`config.mk`:
```
export PLATFORM = sky130hd
export DESIGN_NAME = l1_coherent_cache_flat
export DESIGN_NICKNAME = d
export VERILOG_FILES = /design/src/rtl/coh_pkg.sv /design/src/rtl/l1_coherent_cache_if.sv /design/src/rtl/l1_line_store.sv /design/src/rtl/l1_coherent_cache.sv /design/src/flat_wrapper.sv
export SDC_FILE = /design/constraint.sdc
export NUM_CORES = 1
export LEC_CHECK = 0
export ABC_AREA = 1
export CAP_MARGIN = 10
export CORE_ASPECT_RATIO = 0.9
export CORE_MARGIN = 2
export CORE_UTILIZATION = 35
export DETAILED_ROUTE_END_ITERATION = 10
export HOLD_SLACK_MARGIN = 0.08
export SLEW_MARGIN = 10
export SYNTH_ARGS = -nofsm -noshare
export SYNTH_HDL_FRONTEND = slang
export SYNTH_SLANG_ARGS = --single-unit
```
`constraint.sdc`:
```
create_clock -name clk -period 2.2 [get_ports clk]
set_input_delay 0.44 -clock clk [delete_from_list [all_inputs] [get_ports clk]]
set_output_delay 0.44 -clock clk [all_outputs]
set_load 0.01 [all_outputs]
```
`src/rtl/coh_pkg.sv`:
```
`default_nettype none
// ============================================================================
//  Module      : coh_pkg
//  Description : Shared types and sizes for the L1 MSI coherent cache.
//  Revision    : 1.0 - initial release
// ============================================================================
package coh_pkg;

    localparam int NUM_LINES = 2;
    localparam int DATA_W    = 8;
    localparam int IDX_W     = $clog2(NUM_LINES);

    typedef enum logic [1:0] {
        MSI_I = 2'b00,
        MSI_X = 2'b01,
        MSI_S = 2'b10,
        MSI_M = 2'b11
    } msi_e;

    typedef enum logic [2:0] {
        REQ_NONE       = 3'b000,
        REQ_READ_MISS  = 3'b001,
        REQ_WRITE_MISS = 3'b010,
        REQ_UPGRADE    = 3'b011,
        REQ_WRITE_BACK = 3'b100
    } req_cmd_e;

    typedef enum logic [2:0] {
        SNP_NONE       = 3'b000,
        SNP_FETCH      = 3'b001,
        SNP_INVALIDATE = 3'b010,
        SNP_FETCH_INV  = 3'b011
    } snoop_cmd_e;

    typedef enum logic [2:0] {
        RPL_NONE   = 3'b000,
        RPL_FILL_S = 3'b001,
        RPL_FILL_M = 3'b010
    } reply_kind_e;

    // Encoding 01 is not a legal MSI state and is treated as Invalid.
    function automatic logic isValid(input logic [1:0] st);
        return st[1];
    endfunction

endpackage
`default_nettype wire

```
`src/rtl/l1_coherent_cache_if.sv`:
```
`default_nettype none
// ============================================================================
//  Module      : l1_coherent_cache_if
//  Description : Processor / L2-directory bus seen by one L1 cache instance.
//  Revision    : 1.0 - initial release
// ============================================================================
interface l1_coherent_cache_if;
    import coh_pkg::*;

    logic [DATA_W-1:0] proc_addr;
    logic              proc_op;
    logic [DATA_W-1:0] proc_wdata;
    logic              abort_in;
    logic [DATA_W-1:0] reply_data;
    logic [2:0]        snoop_cmd;
    logic [2:0]        reply_kind;
    logic [DATA_W-1:0] snoop_addr;
    logic              abort_out;
    logic [DATA_W-1:0] proc_rdata;
    logic [DATA_W-1:0] supply_data;
    logic              wb_valid;
    logic [2:0]        req_cmd;
    logic [DATA_W-1:0] req_addr;

    modport slave (
        input  proc_addr, proc_op, proc_wdata, abort_in, reply_data,
               snoop_cmd, reply_kind, snoop_addr,
        output abort_out, proc_rdata, supply_data, wb_valid, req_cmd, req_addr
    );

    modport master (
        output proc_addr, proc_op, proc_wdata, abort_in, reply_data,
               snoop_cmd, reply_kind, snoop_addr,
        input  abort_out, proc_rdata, supply_data, wb_valid, req_cmd, req_addr
    );

endinterface
`default_nettype wire

```
`src/rtl/l1_line_store.sv`:
```
`default_nettype none
// ============================================================================
//  Module      : l1_line_store
//  Description : Tag/data/MSI arrays with one write port and two lookups
//                (processor address and snoop address).
//  Revision    : 1.0 - initial release
// ============================================================================
module l1_line_store
    import coh_pkg::*;
(
    input  wire logic              clk,
    input  wire logic              rst,
    input  wire logic [DATA_W-1:0] i_lookupAddr,
    output logic                   o_lookupHit,
    output logic [1:0]             o_lookupState,
    output logic [DATA_W-1:0]      o_lookupTag,
    output logic [DATA_W-1:0]      o_lookupData,
    input  wire logic [DATA_W-1:0] i_snoopAddr,
    output logic                   o_snoopHit,
    output logic [1:0]             o_snoopState,
    output logic [DATA_W-1:0]      o_snoopData,
    input  wire logic              i_we,
    input  wire logic [IDX_W-1:0]  i_wIdx,
    input  wire logic [DATA_W-1:0] i_wTag,
    input  wire logic [DATA_W-1:0] i_wData,
    input  wire logic [1:0]        i_wState
);

    logic [DATA_W-1:0] tag             [NUM_LINES];
    logic [DATA_W-1:0] data            [NUM_LINES];
    logic [1:0]        coherencyStates [NUM_LINES];

    logic [IDX_W-1:0] w_lkIdx;
    logic [IDX_W-1:0] w_snIdx;

    assign w_lkIdx = i_lookupAddr[IDX_W-1:0];
    assign w_snIdx = i_snoopAddr[IDX_W-1:0];

    // The full address is kept as tag, so a hit compares all address bits.
    assign o_lookupState = coherencyStates[w_lkIdx];
    assign o_lookupTag   = tag[w_lkIdx];
    assign o_lookupData  = data[w_lkIdx];
    assign o_lookupHit   = isValid(coherencyStates[w_lkIdx]) && (tag[w_lkIdx] == i_lookupAddr);

    assign o_snoopState  = coherencyStates[w_snIdx];
    assign o_snoopData   = data[w_snIdx];
    assign o_snoopHit    = isValid(coherencyStates[w_snIdx]) && (tag[w_snIdx] == i_snoopAddr);

    always_ff @(posedge clk or posedge rst) begin
        if (rst) begin
            for (int i = 0; i < NUM_LINES; i++) begin
                tag[i]             <= '0;
                data[i]            <= '0;
                coherencyStates[i] <= MSI_I;
            end
        end else if (i_we) begin
            tag[i_wIdx]             <= i_wTag;
            data[i_wIdx]            <= i_wData;
            coherencyStates[i_wIdx] <= i_wState;
        end
    end

endmodule
`default_nettype wire

```
`src/rtl/l1_coherent_cache.sv`:
```
`default_nettype none
// ============================================================================
//  Module      : l1_coherent_cache
//  Description : Direct-mapped MSI L1 data cache with directory requests,
//                dirty write-back and single-cycle snoop handling.
//  Revision    : 1.0 - initial release
// ============================================================================
module l1_coherent_cache
    import coh_pkg::*;
(
    input  wire logic          clk,
    input  wire logic          rst,
    l1_coherent_cache_if.slave bus
);

    localparam logic [1:0] c_IDLE      = 2'd0;
    localparam logic [1:0] c_WB        = 2'd1;
    localparam logic [1:0] c_MISS_WAIT = 2'd2;
    localparam logic [1:0] c_FILL      = 2'd3;

    logic [1:0]        r_state,      w_stateNext;
    logic [DATA_W-1:0] r_procRdata,  w_procRdataNext;
    logic [DATA_W-1:0] r_supplyData, w_supplyNext;
    logic [DATA_W-1:0] r_reqAddr,    w_reqAddrNext;
    logic [2:0]        r_reqCmd,     w_reqCmdNext;
    logic              r_wbValid,    w_wbValidNext;
    logic              r_abortOut,   w_abortNext;
    logic [DATA_W-1:0] r_fillData,   w_fillDataNext;
    logic              r_fillM,      w_fillMNext;

    logic              w_lkHit;
    logic [1:0]        w_lkState;
    logic [DATA_W-1:0] w_lkTag;
    logic [DATA_W-1:0] w_lkData;
    logic              w_snHit;
    logic [1:0]        w_snState;
    logic [DATA_W-1:0] w_snData;
    logic              w_snoopAct;
    logic              w_we;
    logic [IDX_W-1:0]  w_wIdx;
    logic [DATA_W-1:0] w_wTag;
    logic [DATA_W-1:0] w_wData;
    logic [1:0]        w_wState;
    logic [DATA_W-1:0] w_fillMerged;

    l1_line_store u_store (
        .clk           (clk),
        .rst           (rst),
        .i_lookupAddr  (bus.proc_addr),
        .o_lookupHit   (w_lkHit),
        .o_lookupState (w_lkState),
        .o_lookupTag   (w_lkTag),
        .o_lookupData  (w_lkData),
        .i_snoopAddr   (bus.snoop_addr),
        .o_snoopHit    (w_snHit),
        .o_snoopState  (w_snState),
        .o_snoopData   (w_snData),
        .i_we          (w_we),
        .i_wIdx        (w_wIdx),
        .i_wTag        (w_wTag),
        .i_wData       (w_wData),
        .i_wState      (w_wState)
    );

    assign w_snoopAct = w_snHit && ((bus.snoop_cmd == SNP_FETCH) ||
                                    (bus.snoop_cmd == SNP_INVALIDATE) ||
                                    (bus.snoop_cmd == SNP_FETCH_INV));

    // A pending write merges into the fill, which makes the line Modified.
    assign w_fillMerged = bus.proc_op ? bus.proc_wdata : r_fillData;

    always_comb begin
        w_stateNext     = r_state;
        w_procRdataNext = r_procRdata;
        w_supplyNext    = r_supplyData;
        w_reqAddrNext   = r_reqAddr;
        w_reqCmdNext    = REQ_NONE;
        w_wbValidNext   = 1'b0;
        w_abortNext     = 1'b0;
        w_fillDataNext  = r_fillData;
        w_fillMNext     = r_fillM;
        w_we            = 1'b0;
        w_wIdx          = bus.proc_addr[IDX_W-1:0];
        w_wTag          = w_lkTag;
        w_wData         = w_lkData;
        w_wState        = w_lkState;

        // The snoop owns the write port for its cycle; processor work waits.
        if (w_snoopAct) begin
            w_we     = 1'b1;
            w_wIdx   = bus.snoop_addr[IDX_W-1:0];
            w_wTag   = bus.snoop_addr;
            w_wData  = w_snData;
            w_wState = w_snState;
            if ((bus.snoop_cmd != SNP_INVALIDATE) && (w_snState == MSI_M)) begin
                w_supplyNext = w_snData;
                w_abortNext  = 1'b1;
            end
            case (bus.snoop_cmd)
                SNP_FETCH:      if (w_snState == MSI_M) w_wState = MSI_S;
                SNP_INVALIDATE: w_wState = MSI_I;
                SNP_FETCH_INV:  w_wState = MSI_I;
                default:        w_wState = w_snState;
            endcase
        end

        case (r_state)
            c_IDLE: begin
                if (!w_snoopAct) begin
                    if (w_lkHit) begin
                        if (!bus.proc_op) begin
                            w_procRdataNext = w_lkData;
                        end else begin
                            w_procRdataNext = bus.proc_wdata;
                            w_we            = 1'b1;
                            w_wTag          = bus.proc_addr;
                            w_wData         = bus.proc_wdata;
                            w_wState        = MSI_M;
                            if (w_lkState == MSI_S) begin
                                w_reqCmdNext  = REQ_UPGRADE;
                                w_reqAddrNext = bus.proc_addr;
                            end
                        end
                    end else if (w_lkState == MSI_M) begin
                        w_we          = 1'b1;
                        w_wState      = MSI_I;
                        w_wbValidNext = 1'b1;
                        w_reqCmdNext  = REQ_WRITE_BACK;
                        w_reqAddrNext = w_lkTag;
                        w_supplyNext  = w_lkData;
                        w_stateNext   = c_WB;
                    end else begin
                        w_reqCmdNext  = bus.proc_op ? REQ_WRITE_MISS : REQ_READ_MISS;
                        w_reqAddrNext = bus.proc_addr;
                        w_stateNext   = c_MISS_WAIT;
                    end
                end
            end
            c_WB: begin
                w_reqCmdNext  = bus.proc_op ? REQ_WRITE_MISS : REQ_READ_MISS;
                w_reqAddrNext = bus.proc_addr;
                w_stateNext   = c_MISS_WAIT;
            end
            c_MISS_WAIT: begin
                if ((bus.reply_kind == RPL_FILL_S) || (bus.reply_kind == RPL_FILL_M)) begin
                    w_fillDataNext = bus.reply_data;
                    w_fillMNext    = (bus.reply_kind == RPL_FILL_M);
                    w_stateNext    = c_FILL;
                end
            end
            c_FILL: begin
                if (!w_snoopAct) begin
                    w_we            = 1'b1;
                    w_wTag          = bus.proc_addr;
                    w_wData         = w_fillMerged;
                    w_wState        = (bus.proc_op || r_fillM) ? MSI_M : MSI_S;
                    w_procRdataNext = w_fillMerged;
                    w_stateNext     = c_IDLE;
                end
            end
            default: w_stateNext = c_IDLE;
        endcase
    end

    always_ff @(posedge clk or posedge rst) begin
        if (rst) begin
            r_state      <= c_IDLE;
            r_procRdata  <= '0;
            r_supplyData <= '0;
            r_reqAddr    <= '0;
            r_reqCmd     <= REQ_NONE;
            r_wbValid    <= 1'b0;
            r_abortOut   <= 1'b0;
            r_fillData   <= '0;
            r_fillM      <= 1'b0;
        end else begin
            r_state      <= w_stateNext;
            r_procRdata  <= w_procRdataNext;
            r_supplyData <= w_supplyNext;
            r_reqAddr    <= w_reqAddrNext;
            r_reqCmd     <= w_reqCmdNext;
            r_wbValid    <= w_wbValidNext;
            r_abortOut   <= w_abortNext;
            r_fillData   <= w_fillDataNext;
            r_fillM      <= w_fillMNext;
        end
    end

    assign bus.proc_rdata  = r_procRdata;
    assign bus.supply_data = r_supplyData;
    assign bus.req_addr    = r_reqAddr;
    assign bus.req_cmd     = r_reqCmd;
    assign bus.wb_valid    = r_wbValid;
    assign bus.abort_out   = r_abortOut;

endmodule
`default_nettype wire

```
`src/flat_wrapper.sv`:
```
// flat-port wrapper written by rule: the top's interface ports become plain ports
module l1_coherent_cache_flat import coh_pkg::*;
  (clk, rst, bus_proc_addr, bus_proc_op, bus_proc_wdata, bus_abort_in, bus_reply_data, bus_snoop_cmd, bus_reply_kind, bus_snoop_addr, bus_abort_out, bus_proc_rdata, bus_supply_data, bus_wb_valid, bus_req_cmd, bus_req_addr);
  l1_coherent_cache_if bus_i ();
  input  wire logic clk;
  input  wire logic rst;
  input wire logic [$bits(bus_i.proc_addr)-1:0] bus_proc_addr;
  input wire logic [$bits(bus_i.proc_op)-1:0] bus_proc_op;
  input wire logic [$bits(bus_i.proc_wdata)-1:0] bus_proc_wdata;
  input wire logic [$bits(bus_i.abort_in)-1:0] bus_abort_in;
  input wire logic [$bits(bus_i.reply_data)-1:0] bus_reply_data;
  input wire logic [$bits(bus_i.snoop_cmd)-1:0] bus_snoop_cmd;
  input wire logic [$bits(bus_i.reply_kind)-1:0] bus_reply_kind;
  input wire logic [$bits(bus_i.snoop_addr)-1:0] bus_snoop_addr;
  output wire logic [$bits(bus_i.abort_out)-1:0] bus_abort_out;
  output wire logic [$bits(bus_i.proc_rdata)-1:0] bus_proc_rdata;
  output wire logic [$bits(bus_i.supply_data)-1:0] bus_supply_data;
  output wire logic [$bits(bus_i.wb_valid)-1:0] bus_wb_valid;
  output wire logic [$bits(bus_i.req_cmd)-1:0] bus_req_cmd;
  output wire logic [$bits(bus_i.req_addr)-1:0] bus_req_addr;
  assign bus_i.proc_addr = bus_proc_addr;
  assign bus_i.proc_op = bus_proc_op;
  assign bus_i.proc_wdata = bus_proc_wdata;
  assign bus_i.abort_in = bus_abort_in;
  assign bus_i.reply_data = bus_reply_data;
  assign bus_i.snoop_cmd = bus_snoop_cmd;
  assign bus_i.reply_kind = bus_reply_kind;
  assign bus_i.snoop_addr = bus_snoop_addr;
  assign bus_abort_out = bus_i.abort_out;
  assign bus_proc_rdata = bus_i.proc_rdata;
  assign bus_supply_data = bus_i.supply_data;
  assign bus_wb_valid = bus_i.wb_valid;
  assign bus_req_cmd = bus_i.req_cmd;
  assign bus_req_addr = bus_i.req_addr;
  l1_coherent_cache u_core (.clk(clk), .rst(rst), .bus(bus_i));
endmodule
```
Word level (Yosys, flattened, before mapping) --
Index checks and enable logic that the tools add are counted. W data, S select, Z words.
Word-level totals: bits in registers 76, bits in latches 0, memory bits (writable) 0, ROM bits 0, input port bits 42, logic and storage cells 152, memories kept 0
Operators by class: add/subtract/negate cells 0, $mul 0, divide/modulo/power cells 0, order comparisons 4, equal/unequal tests 21, shift operators 0, mux-type cells 92, bitwise gates (word level) 3, reductions and logical operators 17
Operators with widths (number):
- $mux W8 | 39
- $pmux W8 S2 | 4
- $mux W2 | 21
- $bwmux W16 | 2
- $eq A8 B8 Y1 | 2
- $mux W1 | 14
- $mux W3 | 4
- $reduce_and A4 Y1 | 3
- $eq A2 B2 Y1 const B | 5
- $eq A3 B2 Y1 const B | 3
- $demux W8 S1 | 1
- $ne A2 B2 Y1 const B | 4
- $pmux W2 S2 | 2
- $pmux W2 S4 | 1
- $eq A3 B1 Y1 const B | 2
- $ge A2 B2 Y1 const B | 3
- $ne A3 B2 Y1 const B | 2
- $not A1 Y2 | 3
- $pmux W3 S2 | 1
- $logic_and A1 B1 Y1 | 5
- $bwmux W4 | 1
- $logic_or A1 B1 Y1 | 4
- $reduce_bool A2 Y1 | 2
- $ne A3 B3 Y1 const B | 1
- 8 further kinds | 8

Logic depth before layout (Yosys ltp) --
Gate-level depths: netlist (run 1).
depth after elaboration 14, mapped depth 20, mapped depth without buffers 16

Cells and area by module --
From an unflattened synthesis (run 1), not the netlist that was laid out.
Unflattened totals: cell total of the unflattened synthesis 774, area total of the unflattened synthesis 5286.3 µm²
Modules (own cells, without submodules):
- l1_coherent_cache | instances 1, cells each 458, area an instance 3180.6 µm²
- l1_line_store | instances 1, cells each 316, area an instance 2105.8 µm²

Worst setup path after synthesis (run 1) --
No wires, ideal clock.
path type input to register, from input bus_proc_addr[0], to register u_core.u_store.tag[4] in the netlist's numbering, arrival time 2.048 ns, data required time 2.083 ns, slack 0.035 ns, stages 15, cells stage by stage buf_4 buf_2 nand2_1 nand2_1 nor2_1 nand3_1 nor2_2 nand2_2 nand2_2 nand2_2 o21ai_4 nand2_4 buf_2 nand3_1 nand2_1
On the way: word-level cells in the longest chain between the ends 10, elaborated cells on any way between the ends 28, those cells by class order compare: 2; eq/ne: 2; mux: 20; bitwise: 2; reduce/logical: 2
Ends and longest elaborated chain:
- from (decl) | RTL line flat_wrapper.sv:7 | input wire logic [$bits(bus_i.proc_addr)-1:0] bus_proc_addr;
- $not A1 Y2 (implied by the code) | RTL line l1_line_store.sv:40, l1_line_store.sv:41, l1_line_store.sv:43
- $mux W8 (implied by the code) (3 in series) | RTL line l1_line_store.sv:41, l1_line_store.sv:43
- $eq A8 B8 Y1 / $mux W8 (equally long branches) | RTL line l1_line_store.sv:43, l1_coherent_cache.sv:89
- $logic_and A1 B1 Y1 / $mux W8 (equally long branches) | RTL line l1_line_store.sv:43, l1_coherent_cache.sv:111
- $mux W8 | RTL line l1_coherent_cache.sv:110 | if (w_lkHit) begin
- $mux W8 | RTL line l1_coherent_cache.sv:109 | if (!w_snoopAct) begin
- $pmux W8 S2 | RTL line l1_coherent_cache.sv:107 | case (r_state)
- $bwmux W16 | RTL line l1_line_store.sv:57 | tag[i_wIdx] <= i_wTag;
- to (signal, indexed assignment) | RTL line l1_line_store.sv:57
- to (decl) | RTL line l1_line_store.sv:29 | logic [DATA_W-1:0] tag [NUM_LINES];
Parallel ways exist; a longest one is shown, timed or not. The select of a mux whose other input is x is not followed. A chain may end at the register's enable or synchronous reset.

Final worst setup path (run 1) --
from input bus_proc_addr[3], to register u_core.u_store.tag[5] in the netlist's numbering
On the way: word-level cells in the longest chain between the ends 6, elaborated cells on any way between the ends 9, those cells by class eq/ne: 1; mux: 7; reduce/logical: 1
Ends and longest elaborated chain:
- $eq A8 B8 Y1 (*) | RTL line l1_line_store.sv:43 | assign o_lookupHit = isValid(coherencyStates[w_lkIdx]) && (tag[w_lkIdx] == i_lookupAddr);
- $logic_and A1 B1 Y1 (*) | RTL line l1_line_store.sv:43
- $mux W8 | RTL line l1_coherent_cache.sv:110
- $mux W8 | RTL line l1_coherent_cache.sv:109
- $pmux W8 S2 | RTL line l1_coherent_cache.sv:107
- $bwmux W16 | RTL line l1_line_store.sv:57
Every way passes the cells marked *; elsewhere a longest branch is shown, timed or not.

==> results by group, run 1 <==
Clock tree
  • Total clock sinks: 76
  • Total CTS buffers: 9
  • Worst skew pair latency: 0.36 ns
  • Hold-fix buffers, CTS: 0
  • Htree depth: 3
  • Clock transition at path regs: 0.06 ns
  • Root buf cell: clkbuf_16
  • Longest Clk Path Bufs: 2
  • CTS tree: yes

Power
  • Max VDD drop: 0.480 mV
  • Leakage: 3.97 nW
  • Cell Pwr Density: 1160 nW/µm²
  • Total power: 8.67 mW

Place
  • DPL Wire Length: 12,300 µm
  • Worst slack at placement: -0.701 ns
  • Gpl congestion: 0.868
  • IO Port Bufs: 69
  • Placed cell area: 6830 µm²

Final layout
  • Share of cells above drive strength 1: 0.192
  • Diodes inserted: 0
  • Syn-to-layout area delta: 44.1%
  • Post-route cell area: 7450 µm²
  • Fill cells: 1,458
  • Final net count: 1,034

Setup path
  • Startpoint types: input port
  • Sum of buffers and inverters on the critical path: 3
  • Top cell by count, worst path: nand2_2
  • CP Class: in -> reg
  • Crit end category: flop
  • Crit path arrival time: 2.39 ns
  • CP max stage delay: 0.52 ns
  • Worst-path cell chain: clkdlybuf4s50_1 -> inv_1 -> nand2_1 -> nand3_1 -> nor2_4 -> nand2_2 -> nand2_2 -> nand2_2 -> o21ai_4 -> nand2_4 -> clkbuf_16 -> nand3_1 -> nand2_1
  • Top delay family on crit path: simple AND/OR/NAND/NOR gates
  • Worst Path Required: 2.45 ns
  • CP max-delay cell: clkdlybuf4s50_1
  • CP Max Fanout: 6

Detailed routing
  • Post-Route M1 WL: 8700 µm
  • Detailed-route via count: 5,653
  • ANT nets after route: 0
  • Final wirelength: 16,500 µm
  • Met2 routed WL: 6600 µm
  • Top layer in use: met4
  • Pre-Repair DR Iteration Count: 5
  • # DRC: 0
  • Vias per Instance: 4.75
  • Routed len/inst: 13.9 µm
  • Iteration-0 DRC count of the detailed router: 504
  • Met3 wire length: 897 µm

Hold path
  • HP Class: in -> reg

Timing
  • Period utilization: 0.975
  • Hold WS: 0.466 ns
  • Final Worst Setup Slack: 0.0555 ns
  • Hold Vio Cnt, Final: 0
  • Fmax: 0.466 GHz
  • Worst Skew: 0.00769 ns
  • Clock period minus worst slack: 2.14 ns
  • Relative slew slack: 0.631
  • Max-slew violations: 0
  • # setup viols final: 0
  • Worst Max-Slew Pin Slew: 0.539 ns

Synthesis
  • Sequential element share of the synthesized area: 0.368
  • Multiplexer share of the synthesized area: 0
  • Compound-Gate Fraction of Synth Area: 0.121
  • Count leader, synth: nand2_1
  • Syn nets: 869
  • Most frequent cells after synthesis: nand2_1 (362), nand3_1 (81), dfrtp_1 (76)
  • Post-synth EDFFs: 0
  • Post-Synth Adder-Cell Area: 0.00968
  • Cells after synthesis: 823
  • Post-synth ARST share: 1.00
  • Share of the synthesized area in the top cell type: 0.368
  • Synth Area in XOR/XNOR: 0.00169
  • Synthesized flop and latch total: 76
  • Dominant cell type by area after synthesis: dfrtp_1
  • Cell Area, Synth: 5170 µm²
  • Syn. warnings: 0
  • Library cells used by synthesis: 32
  • Ys flop type: dfrtp_1
  • Main combinational cell family by area after synthesis: simple AND/OR/NAND/NOR gates
  • Mean post-synth cell area: 6.28 µm²
  • Top cells by area, synth: dfrtp_1 (37%), nand2_1 (26%), nand3_1 (7.8%)
  • Simple-gate share of the synthesized area: 0.405

Floorplan
  • I/O pins: 71
  • FP Rows: 42
  • Die Width: 132 µm
  • Die height: 119 µm
  • Area of the core: 14,600 µm²
  • Starting Density: 0.355
  • Full die area: 15,800 µm²

Global routing
  • First-pass GRT wire length: 26,200 µm
  • Gr usage total: 0.210
  • Initial antenna violation count: 0
  • Number of global-route vias before repair: 5,062
  • GR Overflow Total: 0
  • Pin count of the biggest net entering global routing: 77

Status
  • Status: finished clean

Job
  • Max cap viols: 0
==> state kept, by name, summed over array words and instances, names as in the netlist <==
signal / count
u_core.u_store.data: 16
u_core.u_store.tag: 16
u_core.bus.proc_rdata: 8
u_core.bus.req_addr: 8
u_core.bus.supply_data: 8
u_core.r_fillData: 8
u_core.u_store.coherencyStates: 4
u_core.bus.req_cmd: 3
u_core.r_state: 2
u_core.bus.abort_out: 1
u_core.bus.wb_valid: 1
u_core.r_fillM: 1
==> cell usage in the layout (no fill, tap or decap), types with 4 or more instances in the layout <==
| master | n |
|---|---|
| nand3_2 | 4 |
| dfrtp_1 | 75 |
| buf_4 | 99 |
| o21ai_1 | 18 |
| o21ai_0 | 47 |
| nor2_4 | 4 |
| nor2_1 | 53 |
| clkbuf_16 | 11 |
| nand3_1 | 78 |
| buf_12 | 9 |
| nand2_1 | 347 |
| clkdlybuf4s50_1 | 52 |
| inv_2 | 11 |
| dlymetal6s2s_1 | 15 |
| inv_1 | 64 |
| a21oi_1 | 41 |
| buf_6 | 6 |
| a21oi_2 | 6 |
| nand2_2 | 19 |
| ha_1 | 4 |
==> layout make-up <==
class / count / area [µm²] / area share
multi-input combinational: 636 / 2890 / 0.388
sequential: 76 / 1900 / 0.255
timing repair buffer: 186 / 1770 / 0.238
inverter: 79 / 305 / 0.0410
tap: 198 / 248 / 0.0332
clock buffer: 10 / 239 / 0.0321
clock inverter: 6 / 95.1 / 0.0128
==> cells by family (layout without fill, tap and decap cells) <==
group | Yosys count | after routing
AO/OA/AOI/OAI | 118 | 118
XOR/XNOR | 1 | 1
adder cells (fa/ha/maj) | 4 | 4
buffers and inverters | 111 | 281
flip-flops | 76 | 76
AND/OR/NAND/NOR | 513 | 513
==> what timing repair did <==
action                                  in CTS  in global routing
pin swaps                                    2                 18
gates cloned                                 0                  2
gates resized for setup                      7                 66
buffers inserted                             2                  7
endpoints found under the hold margin        0                  0
endpoints found under the setup margin      63                 53
==> worst paths after layout <==
| check | depth (start not counted) | end | slack, ns | start |
|---|---|---|---|---|
| setup reg to reg | 15 | u_core.u_store.tag[5] | 0.08 | u_core.u_store.tag[10] |
| hold / removal | 3 | u_core.bus.req_addr[6] | 0.47 | bus_proc_addr[6] |
| min in group asynchronous | 3 | u_core.bus.req_addr[2] | 0.54 | rst |
| setup / recovery | 13 | u_core.u_store.tag[5] | 0.06 | bus_proc_addr[3] |
| hold reg to reg | 2 | u_core.u_store.tag[9] | 0.48 | u_core.u_store.tag[9] |
| max in group asynchronous | 3 | u_core.u_store.tag[14] | 1.33 | rst |
==> metal layers <==
metal / GRT usage / vias up
met3: 0.0375 / 22
met5: 0 / -
met4: 0.0754 / 0
li1: - / 2932
met2: 0.289 / 168
met1: 0.325 / 2531
==> power by group <==
part | leakage, nW | switching [mW] | internal (mW)
logic | 2.84 | 2.62 | 2.07
clock network | 0.157 | 0.647 | 1.04
registers | 0.976 | 0.363 | 1.94
total | 3.97 | 3.63 | 5.04
==> per-stage QoR <==
step / setup TNS, ns / std cells / util
4_1_cts: 0 / 1183 / 0.494
6_report: 0 / 1191 / 0.512
2_1_floorplan: 0 / 823 / -
5_1_grt: -0.245 / 1191 / 0.512
3_5_place_dp: -40.89 / 1165 / 0.469
3_3_place_gp: -38.01 / 1165 / 0.469
==> tightest hold or removal path, stage by stage <==
cell and delay, ns:
dlymetal6s2s_1 0.13, a21oi_1 0.10, a21oi_1 0.11
(Power assumes the default switching activity.)
==> run 2: changes to the inputs <==
--- a/config.mk
+++ b/config.mk
@@ -12,7 +12,6 @@
 export CORE_UTILIZATION = 35
 export DETAILED_ROUTE_END_ITERATION = 10
 export HOLD_SLACK_MARGIN = 0.08
-export SLEW_MARGIN = 10
 export SYNTH_ARGS = -nofsm -noshare
 export SYNTH_HDL_FRONTEND = slang
 export SYNTH_SLANG_ARGS = --single-unit
==> constraint.sdc (replaced) <==
create_clock -name clk -period 2.2 [get_ports clk]
set_input_delay 0.55 -clock clk [delete_from_list [all_inputs] [get_ports clk]]
set_output_delay 0.55 -clock clk [all_outputs]
set_load 0.01 [all_outputs]
==> results by group, run 2 (same netlist as run 1, synthesis figures left out) <==
Timing
  • Final Worst Setup Slack: 0.0265 ns
  • Fmax: 0.460 GHz
  • # setup viols final: 0
  • Hold WS: 0.477 ns
  • Hold Vio Cnt, Final: 0
  • Period utilization: 0.988
  • Worst Max-Slew Pin Slew: 0.456 ns
  • Relative slew slack: 0.695
  • Clock period minus worst slack: 2.17 ns
  • Max-slew violations: 0
  • Unrepaired setup endpoints after global routing: yes
  • Worst Skew: 0.0111 ns

Clock tree
  • Hold-fix buffers, CTS: 0
  • CTS tree: yes
  • Clock transition at path regs: 0.06 ns
  • Root buf cell: clkbuf_16
  • Htree depth: 3
  • Longest Clk Path Bufs: 2
  • Total CTS buffers: 9
  • Total clock sinks: 76
  • Worst skew pair latency: 0.35 ns

Final layout
  • Most common cell after layout, fill and taps aside: nand2_1
  • Most frequent cells in the layout: nand2_1 (341), buf_4 (100), dfrtp_1 (75)
  • Diodes inserted: 0
  • Final net count: 1,043
  • Share of cells above drive strength 1: 0.222
  • Syn-to-layout area delta: 49.0%
  • Largest regs: u_core.u_store.data x16, u_core.u_store.tag x16
  • Final Instance Count excl. Fillers: 1,200

Setup path
  • CP Max Fanout: 10
  • Startpoint types: input port
  • Crit path arrival time: 2.41 ns
  • Worst Path Required: 2.44 ns
  • CP Class: in -> reg
  • Worst Reg-to-Reg Cells: 15
  • Crit end category: flop
  • Worst r2r src: u_core.u_store.coherencyStates[3]
  • Critical Path Start: bus_proc_addr[0]

Detailed routing
  • Post-Route M1 WL: 8340 µm
  • Routed len/inst: 14.6 µm
  • Detailed-route via count: 5,824
  • Top layer in use: met4
  • ANT nets after route: 0
  • # DRC: 0
  • Met3 wire length: 1300 µm
  • Final wirelength: 17,500 µm
  • Met2 routed WL: 7490 µm
  • Vias per Instance: 4.85
  • Pre-Repair DR Iteration Count: 5
  • Iteration-0 DRC count of the detailed router: 562

Place
  • DP Cell Count: 1,167
  • Worst slack at placement: -0.856 ns
  • Gpl congestion: 0.911
  • IO Port Bufs: 69
  • DPL Wire Length: 12,700 µm

Hold path
  • HP Class: reg -> reg
  • Hold Crit Depth: 2
  • Hold Crit Start: u_core.r_fillData[4]

Global routing
  • Gr usage total: 0.224
  • First-pass GRT wire length: 27,800 µm
  • Initial antenna violation count: 0
  • Pin count of the biggest net entering global routing: 40
  • Number of global-route vias before repair: 5,445
  • GR Overflow Total: 0

Floorplan
  • FP Rows: 42
  • I/O pins: 71
  • Full die area: 15,800 µm²
  • Area of the core: 14,600 µm²
  • Die Width: 132 µm
  • Die height: 119 µm
  • Starting Density: 0.355

Power
  • Max VDD drop: 0.481 mV
  • Leakage: 3.92 nW
  • Cell Pwr Density: 1160 nW/µm²

Job
  • Max cap viols: 0

Status
  • Status: finished clean
[run 2: path summary, 6_finish.rpt]
| kind | endpoint | slack, ns |
|---|---|---|
| worst max register to register | u_core.u_store.tag[7] | 0.03 |
| worst min register to register | u_core.r_fillData[4] | 0.48 |
| worst max-delay path | u_core.u_store.tag[7] | 0.03 |
| min in group asynchronous | u_core.u_store.data[1] | 0.57 |
| max in group asynchronous | u_core.bus.abort_out | 1.11 |
| worst min-delay path | u_core.r_fillData[4] | 0.48 |
[run 2: final cells by class]
class,instances,area [µm²]
sequential,76,1900
fill,1474,6850
inverter,79,320
clock buffer,9,225
tap,198,248
clock inverter,7,123
timing repair buffer,193,1790
multi-input combinational,638,3100
[run 2: repair_timing]
item                                    in CTS  in global routing
endpoints found under the setup margin      66                 52
gates resized for setup                     68                 60
endpoints found under the hold margin        0                  0
setup buffers                               13                  3
cloned                                       4                  0
pin swaps                                   10                 27
[run 2: power breakdown]
group	internal (mW)	switching (mW)
combinational	2.13	2.81
clock	1.12	0.618
sequential	1.94	0.373
[run 2: layer usage]
| metal | vias up | global-route usage |
|---|---|---|
| met5 | - | 0 |
| li1 | 2952 | - |
| met1 | 2638 | 0.326 |
| met2 | 196 | 0.328 |
| met4 | 0 | 0.0856 |
| met3 | 38 | 0.0417 |
[run 2: per-stage QoR]
stage	setup TNS [ns]	utilization	instance area [µm²]	power [mW]
after CTS	0	0.515	7490	8.67
after detailed placement	-50.43	0.468	6820	6.66
after global routing	-1.41	0.530	7710	9.62
after floorplan	0	-	5200	4.67
after global placement	-49.75	0.468	6820	6.63
final	0	0.530	7710	8.98
[run 2: critical path, cell delays in order]
cell	delay [ns]
buf_4	0.15
buf_6	0.14
nand2_1	0.08
nand2_1	0.06
nor2_2	0.13
nand3_2	0.12
nor2_4	0.13
nand2_2	0.08
nand2_2	0.08
nand2_2	0.07
o21ai_4	0.29
nand2_8	0.10
buf_12	0.16
buf_8	0.14
nand3_2	0.07
nand2_1	0.05
==> run 3: changes to the inputs <==
--- a/config.mk
+++ b/config.mk
@@ -9,7 +9,7 @@
 export CAP_MARGIN = 10
 export CORE_ASPECT_RATIO = 0.9
 export CORE_MARGIN = 2
-export CORE_UTILIZATION = 35
+export CORE_UTILIZATION = 40
 export DETAILED_ROUTE_END_ITERATION = 10
 export HOLD_SLACK_MARGIN = 0.08
 export SYNTH_ARGS = -nofsm -noshare
==> results by group, run 3 (same netlist as run 1, synthesis figures left out) <==
Hold path
  • Hold Crit Start: u_core.u_store.data[10]
  • Worst hold endpoint: u_core.u_store.data[10]
  • Hold Crit Depth: 2
  • HP Class: reg -> reg

Floorplan
  • Area of the core: 12,600 µm²
  • Die height: 112 µm
  • Full die area: 13,900 µm²
  • Starting Density: 0.409
  • FP Rows: 39
  • I/O pins: 71
  • Die Width: 124 µm

Global routing
  • First-pass GRT wire length: 28,400 µm
  • Gr usage total: 0.266
  • Number of global-route vias before repair: 5,367
  • GR Overflow Total: 0
  • Pin count of the biggest net entering global routing: 35
  • Initial antenna violation count: 0

Setup path
  • Startpoint types: input port
  • Crit end category: flop
  • Cell depth of the worst setup path: 17
  • CP max-delay cell: o21ai_4
  • Worst-path cell chain: buf_6 -> buf_12 -> buf_4 -> nand2_2 -> nand2_1 -> nand2_1 -> nand3_2 -> nor2_4 -> nand2_2 -> nand2_2 -> nand2_2 -> o21ai_4 -> buf_6 -> a21oi_4 -> buf_6 -> nand2_1 -> nand2_1
  • Sum of buffers and inverters on the critical path: 5
  • Worst R2R End: u_core.u_store.data[3]
  • CP max stage delay: 0.29 ns
  • Crit path arrival time: 2.34 ns
  • CP Class: in -> reg
  • Worst Reg-to-Reg Cells: 18
  • Worst Path Required: 2.44 ns
  • CP Max Fanout: 5
  • Flop-to-flop setup slack: 0.11 ns
  • Worst r2r src: u_core.u_store.tag[1]
  • Top delay family on crit path: simple AND/OR/NAND/NOR gates

Timing
  • Hold Vio Cnt, Final: 0
  • Worst Max-Slew Pin Slew: 0.378 ns
  • Worst Skew: 0.00928 ns
  • Clock period minus worst slack: 2.10 ns
  • Hold WS: 0.475 ns
  • Fmax: 0.476 GHz
  • Final Worst Setup Slack: 0.0993 ns
  • Max-slew violations: 0
  • Period utilization: 0.955
  • # setup viols final: 0
  • Relative slew slack: 0.742

Status
  • Status: finished clean

Clock tree
  • Hold-fix buffers, CTS: 0
  • Worst skew pair latency: 0.35 ns
  • Clock transition at path regs: 0.06 ns
  • Longest Clk Path Bufs: 2
  • Total CTS buffers: 9
  • CTS tree: yes
  • Root buf cell: clkbuf_16
  • Htree depth: 3
  • Total clock sinks: 76

Final layout
  • Diodes inserted: 0
  • Layout Utilization: 0.603
  • Share of cells above drive strength 1: 0.237
  • Reg area: 1910 µm²
  • Area of the multi-input gates: 3010 µm²
  • Final net count: 1,045
  • Syn-to-layout area delta: 47.3%
  • Fill cells: 1,157
  • Largest regs: u_core.u_store.data x16, u_core.u_store.tag x16
  • Most frequent cells in the layout: nand2_1 (326), buf_4 (102), nand3_1 (77)
  • Most common cell after layout, fill and taps aside: nand2_1

Detailed routing
  • ANT nets after route: 0
  • Iteration-0 DRC count of the detailed router: 513
  • Routed len/inst: 15.1 µm
  • Final wirelength: 17,600 µm
  • Pre-Repair DR Iteration Count: 8
  • Vias per Instance: 4.98
  • # DRC: 0
  • Detailed-route via count: 5,811

Place
  • DPL Wire Length: 12,900 µm
  • Gpl congestion: 0.910
  • Worst slack at placement: -0.783 ns
  • IO Port Bufs: 69

Power
  • Leakage: 3.99 nW
  • Max VDD drop: 0.672 mV
  • Cell Pwr Density: 1150 nW/µm²

Job
  • Max cap viols: 0
run 3: timing repair:
action	in CTS	in global routing
cloned	4	0
gates resized for setup	59	78
hold endpoints to repair	0	0
buffers inserted	12	7
pin swaps	18	28
endpoints found under the setup margin	64	62
run 3: final cells by class:
class / count / area share
multi-input combinational: 636 / 0.395
sequential: 76 / 0.250
timing repair buffer: 197 / 0.246
inverter: 79 / 0.0419
clock buffer: 9 / 0.0296
tap: 164 / 0.0269
clock inverter: 5 / 0.0103
run 3: per-stage QoR:
step	setup TNS (ns)	total power [mW]	cells	instance area, µm²
final	0	8.73	1166	7620
after global routing	-0.168	9.43	1166	7620
after CTS	0	8.44	1159	7370
after detailed placement	-44.03	6.62	1129	6750
after global placement	-41.40	6.59	1129	6750
after floorplan	0	4.67	823	5200
run 3: power by group:
| part | internal (mW) | switching, mW | leakage, nW |
|---|---|---|---|
| registers | 1.94 | 0.377 | 0.973 |
| clock network | 0.978 | 0.589 | 0.151 |
| logic | 2.08 | 2.77 | 2.87 |
run 3: how the worst max path moves through the flow:
| stage | to | from | slack, ns |
|---|---|---|---|
| CTS | u_core.u_store.coherencyStates[3] | bus_snoop_addr[3] | 0.002 |
| finish | u_core.u_store.data[3] | bus_proc_addr[0] | 0.1 |
| detailed placement | u_core.u_store.coherencyStates[3] | bus_snoop_addr[0] | -0.78 |
| global route | u_core.u_store.data[10] | u_core.u_store.coherencyStates[1] | -0.03 |
| global placement | u_core.u_store.data[12] | bus_snoop_addr[0] | -0.74 |
| floorplan | u_core.u_store.coherencyStates[2] | bus_proc_addr[0] | 0.001 |
run 3: metal layers:
layer / wire [µm] / GRT usage / up-vias
li1: - / - / 2951
met5: 0 / 0 / -
met3: 1200 / 0.0712 / 25
met2: 7270 / 0.362 / 174
met1: 8810 / 0.411 / 2661
met4: 279 / 0.0727 / 0
run 3: worst min-delay path: cells and delay by family (launching register included):
family / cells / cell delay, ns
DFF: 1 / 0.34
and+or+nand+nor: 2 / 0.11
